File: src/rtl/ldm_stm_seq.sv
// ARMv4 LDM/STM sequencer: walks a register list, one bus word per set bit, drives the bank write port.
// Optional LDM_STM_ABORT_EN adds mem_abort/abort for terminating a sequence on a faulted transfer.
module ldm_stm_seq #(
  parameter int ADDR_W = 32
) (
  input  logic              clk,
  input  logic              rst_n,
  input  logic              start,
  input  logic              is_load,
  input  logic              up,
  input  logic              pre,
  input  logic              wback,
  input  logic [3:0]        base_reg,
  input  logic [ADDR_W-1:0] base_val,
  input  logic [15:0]       reg_list,
  output logic              busy,
  output logic              done,
  output logic              mem_req,
  output logic              mem_we,
  output logic [ADDR_W-1:0] mem_addr,
  output logic [ADDR_W-1:0] mem_wdata,
  input  logic              mem_ack,
  input  logic [ADDR_W-1:0] mem_rdata,
  output logic [3:0]        rb_rd,
  output logic [ADDR_W-1:0] rb_data,
  output logic              rb_latch,
  output logic [3:0]        rb_rsel,
  input  logic [ADDR_W-1:0] rb_rdata
`ifdef LDM_STM_ABORT_EN
  ,
  input  logic              mem_abort,
  output logic              abort
`endif
);

  typedef enum logic [2:0] {IDLE, SETUP, XFER, WBACK, FIN} state_t;

  state_t            state_q;
  logic              busy_q, done_q, mem_req_q, mem_we_q, rb_latch_q;
  logic [ADDR_W-1:0] mem_addr_q, rb_data_q;
  logic [3:0]        rb_rd_q, rb_rsel_q;
  logic              is_load_q, up_q, pre_q, do_wb_q;
  logic [3:0]        base_reg_q;
  logic [ADDR_W-1:0] base_q, addr_q, wb_val_q;
  logic [15:0]       list_q;

  logic [3:0]        idx;
  logic [4:0]        cnt;
  logic [15:0]       rest;
  logic [ADDR_W-1:0] n4, start_addr, wb_val_d;
  logic              abort_hit;

`ifdef LDM_STM_ABORT_EN
  logic abort_q;
  assign abort_hit = mem_abort;
  assign abort     = abort_q;
`else
  assign abort_hit = 1'b0;
`endif

  // Lowest set bit is the next register: ascending index pairs with ascending address.
  always_comb begin
    idx = '0;
    cnt = '0;
    for (int i = 15; i >= 0; i--)
      if (list_q[i]) idx = 4'(i);
    for (int i = 0; i < 16; i++)
      cnt = cnt + 5'(list_q[i]);
  end

  assign rest = list_q & ~(16'd1 << idx);
  assign n4   = ADDR_W'(cnt) << 2;

  always_comb begin
    case ({up_q, pre_q})
      2'b10:   start_addr = base_q;
      2'b11:   start_addr = base_q + ADDR_W'(4);
      2'b00:   start_addr = base_q - n4 + ADDR_W'(4);
      default: start_addr = base_q - n4;
    endcase
    wb_val_d = up_q ? base_q + n4 : base_q - n4;
  end

  always_ff @(posedge clk or negedge rst_n) begin
    if (!rst_n) begin
      state_q    <= IDLE;
      busy_q     <= 1'b0;
      done_q     <= 1'b0;
      mem_req_q  <= 1'b0;
      mem_we_q   <= 1'b0;
      rb_latch_q <= 1'b0;
      mem_addr_q <= '0;
      rb_data_q  <= '0;
      rb_rd_q    <= '0;
      rb_rsel_q  <= '0;
      is_load_q  <= 1'b0;
      up_q       <= 1'b0;
      pre_q      <= 1'b0;
      do_wb_q    <= 1'b0;
      base_reg_q <= '0;
      base_q     <= '0;
      addr_q     <= '0;
      wb_val_q   <= '0;
      list_q     <= '0;
`ifdef LDM_STM_ABORT_EN
      abort_q    <= 1'b0;
`endif
    end else begin
      done_q     <= 1'b0;
      rb_latch_q <= 1'b0;
`ifdef LDM_STM_ABORT_EN
      abort_q    <= 1'b0;
`endif
      case (state_q)
        IDLE: if (start) begin
          is_load_q  <= is_load;
          up_q       <= up;
          pre_q      <= pre;
          // A load that includes the base keeps the loaded value, so writeback is dropped.
          do_wb_q    <= wback & ~(is_load & reg_list[base_reg]);
          base_reg_q <= base_reg;
          base_q     <= base_val & ~ADDR_W'(3);
          list_q     <= reg_list;
          busy_q     <= 1'b1;
          state_q    <= SETUP;
        end
        SETUP: begin
          wb_val_q <= wb_val_d;
          if (list_q == '0) begin
            done_q  <= 1'b1;
            busy_q  <= 1'b0;
            state_q <= FIN;
          end else begin
            mem_req_q  <= 1'b1;
            mem_we_q   <= ~is_load_q;
            mem_addr_q <= start_addr;
            addr_q     <= start_addr + ADDR_W'(4);
            rb_rsel_q  <= idx;
            state_q    <= XFER;
          end
        end
        XFER: begin
          if (mem_req_q) begin
            if (mem_ack) begin
              mem_req_q <= 1'b0;
              list_q    <= rest;
              if (abort_hit) begin
                done_q  <= 1'b1;
                busy_q  <= 1'b0;
                state_q <= FIN;
`ifdef LDM_STM_ABORT_EN
                abort_q <= 1'b1;
`endif
              end else begin
                if (is_load_q) begin
                  rb_latch_q <= 1'b1;
                  rb_rd_q    <= idx;
                  rb_data_q  <= mem_rdata;
                end
                if (rest == '0) state_q <= WBACK;
              end
            end
          end else begin
            mem_req_q  <= 1'b1;
            mem_addr_q <= addr_q;
            addr_q     <= addr_q + ADDR_W'(4);
            rb_rsel_q  <= idx;
          end
        end
        // The final load latch is on the bank during this cycle; writeback follows it.
        WBACK: begin
          if (do_wb_q) begin
            rb_latch_q <= 1'b1;
            rb_rd_q    <= base_reg_q;
            rb_data_q  <= wb_val_q;
          end
          done_q  <= 1'b1;
          busy_q  <= 1'b0;
          state_q <= FIN;
        end
        FIN:     state_q <= IDLE;
        default: state_q <= IDLE;
      endcase
    end
  end

  assign busy      = busy_q;
  assign done      = done_q;
  assign mem_req   = mem_req_q;
  assign mem_we    = mem_we_q;
  assign mem_addr  = mem_addr_q;
  assign mem_wdata = (mem_req_q & mem_we_q) ? rb_rdata : '0;
  assign rb_rd     = rb_rd_q;
  assign rb_data   = rb_data_q;
  assign rb_latch  = rb_latch_q;
  assign rb_rsel   = rb_rsel_q;

endmodule

File: config.mk
export PLATFORM = sky130hd
export DESIGN_NAME = ldm_stm_seq
export DESIGN_NICKNAME = d
export VERILOG_FILES = /design/src/rtl/ldm_stm_seq.sv
export SDC_FILE = /design/constraint.sdc
export NUM_CORES = 1
export LEC_CHECK = 0
export ABC_AREA = 1
export BUFFER_PORTS_ARGS = -buffer_cell sky130_fd_sc_hd__buf_4
export CAP_MARGIN = 20
export CORE_ASPECT_RATIO = 1.75
export CORE_UTILIZATION = 48
export DETAILED_ROUTE_END_ITERATION = 6
export PLACE_DENSITY_LB_ADDON = 0.3
export SKIP_CTS_REPAIR_TIMING = 1
export SYNTH_ARGS = -nofsm -noshare
export SYNTH_HDL_FRONTEND = slang
export SYNTH_SLANG_ARGS = --single-unit
File: constraint.sdc
create_clock -name clk -period 7.45 [get_ports clk]
set_input_delay 2.235 -clock clk [delete_from_list [all_inputs] [get_ports clk]]
set_output_delay 2.235 -clock clk [all_outputs]
set_load 0.05 [all_outputs]
Word-level counts from Yosys, hierarchy flattened
Cells that the tools add are included.
W data, S select, Z words.
- register bits: 198
- input bits: 124
- output and inout port bits: 109
- word-level logic and storage cells: 144
- add/sub/neg operators: 21
- $lt $le $gt $ge: 1
- eq/ne operators: 14
- shift operators: 1
- mux-type cells: 64
- bitwise gates (word level): 8
- reductions and logical operators: 16
- operators with widths (operator ; number):
    $mux W32 ; 10
    $pmux W32 S2 ; 3
    $add A32 B3 Y32 const B ; 4
    $pmux W32 S3 ; 1
    $mux W4 ; 22
    $add A5 B1 Y5 ; 11
    $mux W16 ; 3
    $add A32 B7 Y32 ; 1
    $logic_not A16 Y1 ; 2
    $pmux W16 S2 ; 1
    $sub A32 B7 Y32 ; 1
    $ne A2 B2 Y1 const B ; 9
    $and A16 B16 Y16 ; 1
    $not A16 Y16 ; 1
    $pmux W4 S2 ; 2
    $shl A1 B4 Y16 const A ; 1
    $mux W3 ; 5
    $pmux W3 S4 ; 1
    $mux W1 ; 11
    $reduce_and A4 Y1 ; 2
    $eq A3 B2 Y1 const B ; 2
    $pmux W1 S2 ; 3
    $reduce_and A2 Y1 ; 3
    $reduce_and A3 Y1 ; 2
    16 further kinds ; 23

Depth between registers and ports, before layout
Gate-level depths: netlist of the first run.
- word-level depth: 24
- depth in mapped cells: 41
- mapped depth without buffers: 41

Worst setup path before layout of the first run
OpenSTA, ideal clock, no wires.
- path kind: register to register
- start: reg list_q[1]
- end: reg addr_q[22]
- setup time: 0.120 ns
- data arrival time: 5.844 ns
- data required time: 7.330 ns
- slack: 1.485 ns
- stages on the path, launching flop included: 30
- buffers on the path: 0
- clock period less this slack: 5.965 ns
- cell sequence: dfrtp_1 > inv_1 > fa_1 > fa_1 > fa_1 > fa_1 > inv_1 > ha_1 > fa_1 > fa_1 > o21ai_1 > ha_1 > a22oi_1 > nand2_1 > nand2_1 > o21ai_0 > ha_1 > inv_1 > nor2_1 > nand2_1 > nor2_1 > nand3_1 > nor2_2 > nand2_1 > nor3_4 > nand3_2 > nor2_4 > nand2_1 > o21ai_1 > nand2_1
- longest elaborated chain between the ends: 21
- elaborated cells between the ends (all ways): 24
- those cells by class: add/sub: 18; eq/ne: 1; mux: 3; reduce/logical: 2
- ends and longest elaborated chain (what ; RTL line ; RTL):
    start: declaration ; 45 ; logic [15:0] list_q;
    start signal: assignment ; 123 ; list_q <= reg_list;
    start signal: assignment ; 146 ; list_q <= rest;
    $add A1 B1 Y2 ; 68 ; cnt = cnt + 5'(list_q[i]);
    $add A2 B1 Y3 ; 68 ;
    $add A3 B1 Y4 ; 68 ;
    $add A4 B1 Y5 ; 68 ;
    $add A5 B1 Y5 (11 in a row) ; 68 ;
    $sub A32 B7 Y32 ; 78, 79 ;
    $add A32 B3 Y32 ; 78 ; 2'b00: start_addr = base_q - n4 + ADDR_W'(4);
    $pmux W32 S3 ; 75 ; case ({up_q, pre_q})
    $add A32 B3 Y32 ; 137 ; addr_q <= start_addr + ADDR_W'(4);
    $mux W32 ; 129 ; if (list_q == '0) begin
    $pmux W32 S2 ; 114 ; case (state_q)
    end signal: assignment ; 137 ;
    end signal: assignment ; 166 ; addr_q <= addr_q + ADDR_W'(4);
    end: declaration ; 44 ; logic [ADDR_W-1:0] base_q, addr_q, wb_val_q;
Parallel ways exist; a longest one is shown, timed or not. The select of a mux whose other input is x is not followed.
A chain may end at the register's enable or synchronous reset.

Worst setup path after layout of the first run
- start: reg list_q[1]
- end: reg addr_q[28]
The elaborated chain is that of the path after synthesis.

==> results of run 1 <==
-- worst max-delay path, delay by kind of cell (launching register included) --
| family | cells | cell delay [ns] |
|---|---|---|
| buffers and inverters | 3 | 0.28 |
| and+or+nand+nor | 18 | 2.26 |
| AOI/OAI and AO/OA | 2 | 0.37 |
| adders and majority gates | 8 | 3.56 |
| DFF | 1 | 0.38 |
-- synth_stat cells (all sizes together) --
| cell | number |
|---|---|
| clkbuf | 67 |
| a21oi | 87 |
| o221ai | 4 |
| a211oi | 1 |
| nand3b | 3 |
| and2 | 2 |
| a31oi | 42 |
| nand3 | 168 |
| a22o | 1 |
| mux2 | 2 |
| nor3 | 13 |
| xor2 | 28 |
| a32o | 2 |
| a21o | 1 |
| o31ai | 1 |
| dfrtp | 192 |
| o21a | 7 |
| mux2i | 2 |
| nand2 | 681 |
| o311ai | 3 |
| nor2 | 242 |
| inv | 213 |
| nor4 | 3 |
| o21ai | 179 |
| fa | 12 |
| or2 | 2 |
| a21boi | 3 |
| o22a | 3 |
| clkinv | 2 |
| xnor2 | 1 |
| o22ai | 2 |
| o211ai | 22 |
| a22oi | 3 |
| o21bai | 3 |
| buf | 29 |
| a2bb2oi | 2 |
| conb | 1 |
| nand4 | 23 |
| ha | 22 |
-- metrics by stage --
step	hold slack [ns]	cell area [sq um]
finish	0.483	16500
floorplan	0.448	13900
detailed placement	0.467	15900
global placement	0.462	15900
global route	0.503	16500
CTS	0.487	16500
-- worst paths after layout --
kind	from	to	slack, ns	depth (start not counted)
worst max-delay path	list_q[1]$_DFFE_PN0P_	addr_q[28]$_DFFE_PN0P_	0.54	31
worst min-delay path	wb_val_q[22]$_DFFE_PN0N_	wb_val_q[22]$_DFFE_PN0N_	0.48	2
worst max register to register	list_q[1]$_DFFE_PN0P_	addr_q[28]$_DFFE_PN0P_	0.54	31
worst min register to register	wb_val_q[22]$_DFFE_PN0N_	wb_val_q[22]$_DFFE_PN0N_	0.48	2
max in group asynchronous	rst_n	mem_addr[24]$_DFFE_PN0P_	4.34	2
min in group asynchronous	rst_n	list_q[9]$_DFFE_PN0P_	1.76	1
-- sequential cells by signal, indices dropped and copies added (netlist names), 3 cells and up --
signal,flops
rb_data,32
addr_q,30
base_q,30
mem_addr,30
wb_val_q,30
list_q,16
base_reg_q,4
rb_rd,4
rb_rsel,4
state_q,3
-- final cells by class --
cell class / count / area (sq um)
fillers: 2762 / 12100
multi-input cells: 1572 / 7930
repair buffers: 245 / 1870
clock buffers: 17 / 425
clock inverters: 15 / 173
well taps: 378 / 473
flip-flops and latches: 192 / 4800
diodes: 1 / 2.50
inverters: 215 / 807
-- cells by family (layout without fill, tap and decap cells) --
kind of cell             count (synthesis)  in the layout  synth area share
AO/OA/AOI/OAI                          366            366             0.152
adder cells (fa/ha/maj)                 34             34            0.0370
buffers and inverters                  311            492            0.0876
XOR/XNOR                                29             29            0.0182
flip-flops                             192            192             0.345
AND/OR/NAND/NOR                       1137           1137             0.357
other                                    1              3          0.000269
multiplexers                             4              4           0.00305
-- metal layers --
layer	share of wire	track usage	up-vias
li1	-	-	7045
met1	0.37	0.339	6562
met2	0.51	0.556	522
met3	0.051	0.0451	135
met4	0.070	0.222	0
met5	0	0	-
==> results_dict.tcl, run 1 <==
set metrics [dict create \
    outcome "finished clean" \
    die_w_um 131 \
    cp.required_ns 7.86 \
    root_buffer "clkbuf_16" \
    dr.pass1.iters 5 \
    grt_pass1_wl_mm 70.5 \
    cts_buffer_depth 2 \
    yosys.area.top_type "dfrtp_1" \
    hold_class "flip-flop to flip-flop" \
    ant_nets 0 \
    first_iter_violations 997 \
    finalCoreUtilization 0.576 \
    rows 82 \
    crit_top_cell "nand2_1" \
    slew_viol_final 0 \
    start_kind "flip-flop" \
    ys.warnings.count 0 \
    die_h_um 227 \
    worstSkewPairLatency_ns 0.47 \
    place.gp.congestion 0.969 \
    dieArea_sq_um 29700 \
    syn_area_sq_um 13900 \
    final_nets 2401 \
    dpl.hpwl_mm 35.5 \
    ys_seq_area_frac 0.345 \
    initial_core_util 0.487 \
    cts_buffers 17 \
    final_cell_mix "nand2_1, buf_4, nor2_1" \
    crit_type "flip-flop to flip-flop" \
    arrival_ns 7.33 \
    fmax_mhz 145 \
    core_area_sq_um 28600 \
    slew_headroom 0.262 \
    final.setup.worst_slack_ns 0.536 \
    cts_tree "built" \
    fin_crit_sh 0.928 \
    post_drt_wl_per_cell_um 17.3 \
    grt_max_degree 81 \
    ys_seq_elements 192 \
    slowest_delay_ns 0.62 \
    antenna_found_initial 1 \
    port_buffers 228 \
    io_pins 233 \
    pre_cts_ws_ns 0.653 \
    synth_area_leaders "dfrtp_1, nand2_1, o21ai_0" \
    cp-end-kind "flip-flop" \
    finalCriticalPeriod_ns 6.91 \
    wirelength_mm 45.7 \
    grt_usage 0.315 \
    path_clk_slew_ns 0.08 \
    final.setup_skew_ns 0.0101 \
    maxCapViolCount 0 \
    layout_commonest_cell "nand2_1" \
    grt_pass1_vias 13600 \
    crit_fanout 6 \
    worst_pin_slew_ns 1.09 \
    cts_max_level 4 \
    via_count 14300 \
    setup_tns_ns 0 \
    finalSetupViolations 0 \
    synthCells 2074 \
    cp_slowest_cell "fa_1" \
    viasPerCell 5.41 \
    fin_cells 2635 \
    overflow 0 \
    drc_errors 0 \
    dp.cells 2601 \
    cts.sinks 192 \
    syn_avg_cell_area_sq_um 6.72 \
    rsz0062_at_grt "no" \
    synth_top_cell_area_share 0.345 \
    drive_gt1_frac 0.177 \
    finalHoldViolCount 0 \
    synth.distinct_cells 57 \
    areaGrowthSynthToFinish_pct 18.3 \
]
Power of run 1 is left out: the tool's default activity adds up to more than one toggle a clock period on the data nets, which glitch-free logic cannot reach.
==> run 2: changes to the inputs <==
--- a/config.mk
+++ b/config.mk
@@ -9,9 +9,11 @@
 export BUFFER_PORTS_ARGS = -buffer_cell sky130_fd_sc_hd__buf_4
 export CAP_MARGIN = 20
 export CORE_ASPECT_RATIO = 1.75
+export CORE_MARGIN = 2
 export CORE_UTILIZATION = 48
 export DETAILED_ROUTE_END_ITERATION = 6
 export PLACE_DENSITY_LB_ADDON = 0.3
+export REMOVE_ABC_BUFFERS = 1
 export SKIP_CTS_REPAIR_TIMING = 1
 export SYNTH_ARGS = -nofsm -noshare
 export SYNTH_HDL_FRONTEND = slang
==> run 2 against run 1 <==
- sequential share of layout area is essentially flat
- die area grew 2.4%
- critical path depth grew 3
- non-clock buffer count grew 2
- worst hold slack lost 0.0019 ns
- routed wire length grew 1.2%
- first-iteration DRC count grew 3.7%
- final cell count is essentially flat
- setup slack lost 0.040 ns
- count of clock-buffer cells in the layout grew 3
- global-route usage shrank 0.98 points
- critical path type unchanged
==> results_dict.tcl, run 2 (synthesized netlist as in run 1, its figures left out) <==
set metrics [dict create \
    viasPerCell 5.44 \
    ant_nets 0 \
    final-seq-area_sq_um 4800 \
    grt_pass1_vias 13900 \
    ff2ff_setup_slack_ns 0.50 \
    drive_gt1_frac 0.177 \
    grt_usage 0.305 \
    io_pins 233 \
    finalCoreUtilization 0.577 \
    dieArea_sq_um 30500 \
    core_area_sq_um 28600 \
    root_buffer "clkbuf_16" \
    cp.required_ns 7.80 \
    r2r_start "list_q[1]$_DFFE_PN0P_" \
    holdPathEnd "wb_val_q[7]$_DFFE_PN0N_" \
    fmax_mhz 144 \
    dpl.hpwl_mm 35.5 \
    rsz0062_at_grt "no" \
    finalHoldViolCount 0 \
    crit_top_cell "nand2_1" \
    final.setup_skew_ns 0.00958 \
    drc_errors 0 \
    r2r_end "addr_q[31]$_DFFE_PN0P_" \
    layout_commonest_cell "nand2_1" \
    worstSkewPairLatency_ns 0.46 \
    die_w_um 133 \
    crit_fanout 8 \
    cp-end-kind "flip-flop" \
    cts_max_level 4 \
    pre_cts_ws_ns 0.599 \
    setup_tns_ns 0 \
    arrival_ns 7.31 \
    dr.pass1.iters 6 \
    n_fill_cell 2798 \
    cts_buffers 17 \
    maxCapViolCount 0 \
    holdPathStages 1 \
    finalCriticalPeriod_ns 6.95 \
    startpoint "list_q[1]$_DFFE_PN0P_" \
    post_drt_wl_per_cell_um 17.5 \
    place.gp.congestion 0.955 \
    die_h_um 229 \
    grt_max_degree 121 \
    cp_slowest_cell "fa_1" \
    rows 82 \
    slowest_delay_ns 0.51 \
    finalSetupViolations 0 \
    fin_crit_sh 0.933 \
    cts_buffer_depth 2 \
    outcome "finished clean" \
    cts.sinks 192 \
    reg2regPathDepth 34 \
    first_iter_violations 1034 \
    largest_register_ff_count 32 \
    slew_viol_final 0 \
    overflow 0 \
    hold_class "flip-flop to flip-flop" \
    hold-worst-slack_ns 0.481 \
    crit_type "flip-flop to flip-flop" \
    worst_pin_slew_ns 1.08 \
    via_count 14300 \
    antenna_found_initial 0 \
    antenna_cells 0 \
    cts_tree "built" \
    final_nets 2403 \
    final_cell_mix "nand2_1, buf_4, nor2_1" \
    grt_pass1_wl_mm 72.7 \
    final.setup.worst_slack_ns 0.496 \
    wirelength_mm 46.2 \
    path_clk_slew_ns 0.08 \
    min_from "wb_val_q[7]$_DFFE_PN0N_" \
    start_kind "flip-flop" \
    initial_core_util 0.487 \
    slew_headroom 0.279 \
    multi_input_area_sq_um 7930 \
    port_buffers 228 \
    areaGrowthSynthToFinish_pct 18.5 \
]
==> run 2: changes by cell type in the layout (fill, tap and decap cells not counted) <==
| cell | change |
|---|---|
| buf_4 | +1 |
| buf_12 | +1 |
| clkinv_8 | -2 |
| clkinvlp_4 | +1 |
| clkbuf_8 | +1 |
| inv_6 | +1 |
| diode_2 | -1 |
| clkbuf_1 | +2 |
| inv_12 | -1 |
| clkinv_2 | -1 |
| bufinv_16 | +1 |
| clkinv_4 | -2 |
==> run 2: worst max-delay path by stage <==
stage / end / slack (ns) / cells past startpoint
after floorplan: rb_data[0]$_DFFE_PN0P_ / 0.18 / 7
after global placement: addr_q[28]$_DFFE_PN0P_ / 0.68 / 29
after detailed placement: addr_q[28]$_DFFE_PN0P_ / 0.60 / 29
after CTS: addr_q[28]$_DFFE_PN0P_ / 0.58 / 29
after global routing: addr_q[26]$_DFFE_PN0P_ / 0.05 / 35
final: addr_q[31]$_DFFE_PN0P_ / 0.50 / 34
==> run 2: stage by stage <==
stage / cell area [sq um] / cells
2_1_floorplan: 13500 / 1979
3_3_place_gp: 15900 / 2603
3_5_place_dp: 15900 / 2603
4_1_cts: 16500 / 2635
5_1_grt: 16500 / 2636
6_report: 16500 / 2636
==> run 2: final cells by class <==
type / count / share of cell area
tap: 378 / 0.0287
clock inverter: 12 / 0.00895
inverter: 215 / 0.0489
timing repair buffer: 247 / 0.115
sequential: 192 / 0.291
multi-input combinational: 1572 / 0.481
clock buffer: 20 / 0.0271
==> run 2: routing by layer <==
layer,GRT usage,part of all wire,vias up
met3,0.0418,0.047,134
met1,0.329,0.37,6620
met4,0.190,0.064,0
met2,0.556,0.52,525
li1,-,-,7056
met5,0,0,-
==> run 2: critical path, delay by kind of cell (launching register included) <==
family                     cells  cell delay (ns)
DFF                            1             0.38
AOI/OAI and AO/OA              2             0.38
adders and majority gates      7             2.98
buffers and inverters          4             0.47
and+or+nand+nor               21             2.63
Power of run 2 is left out for the same reason.
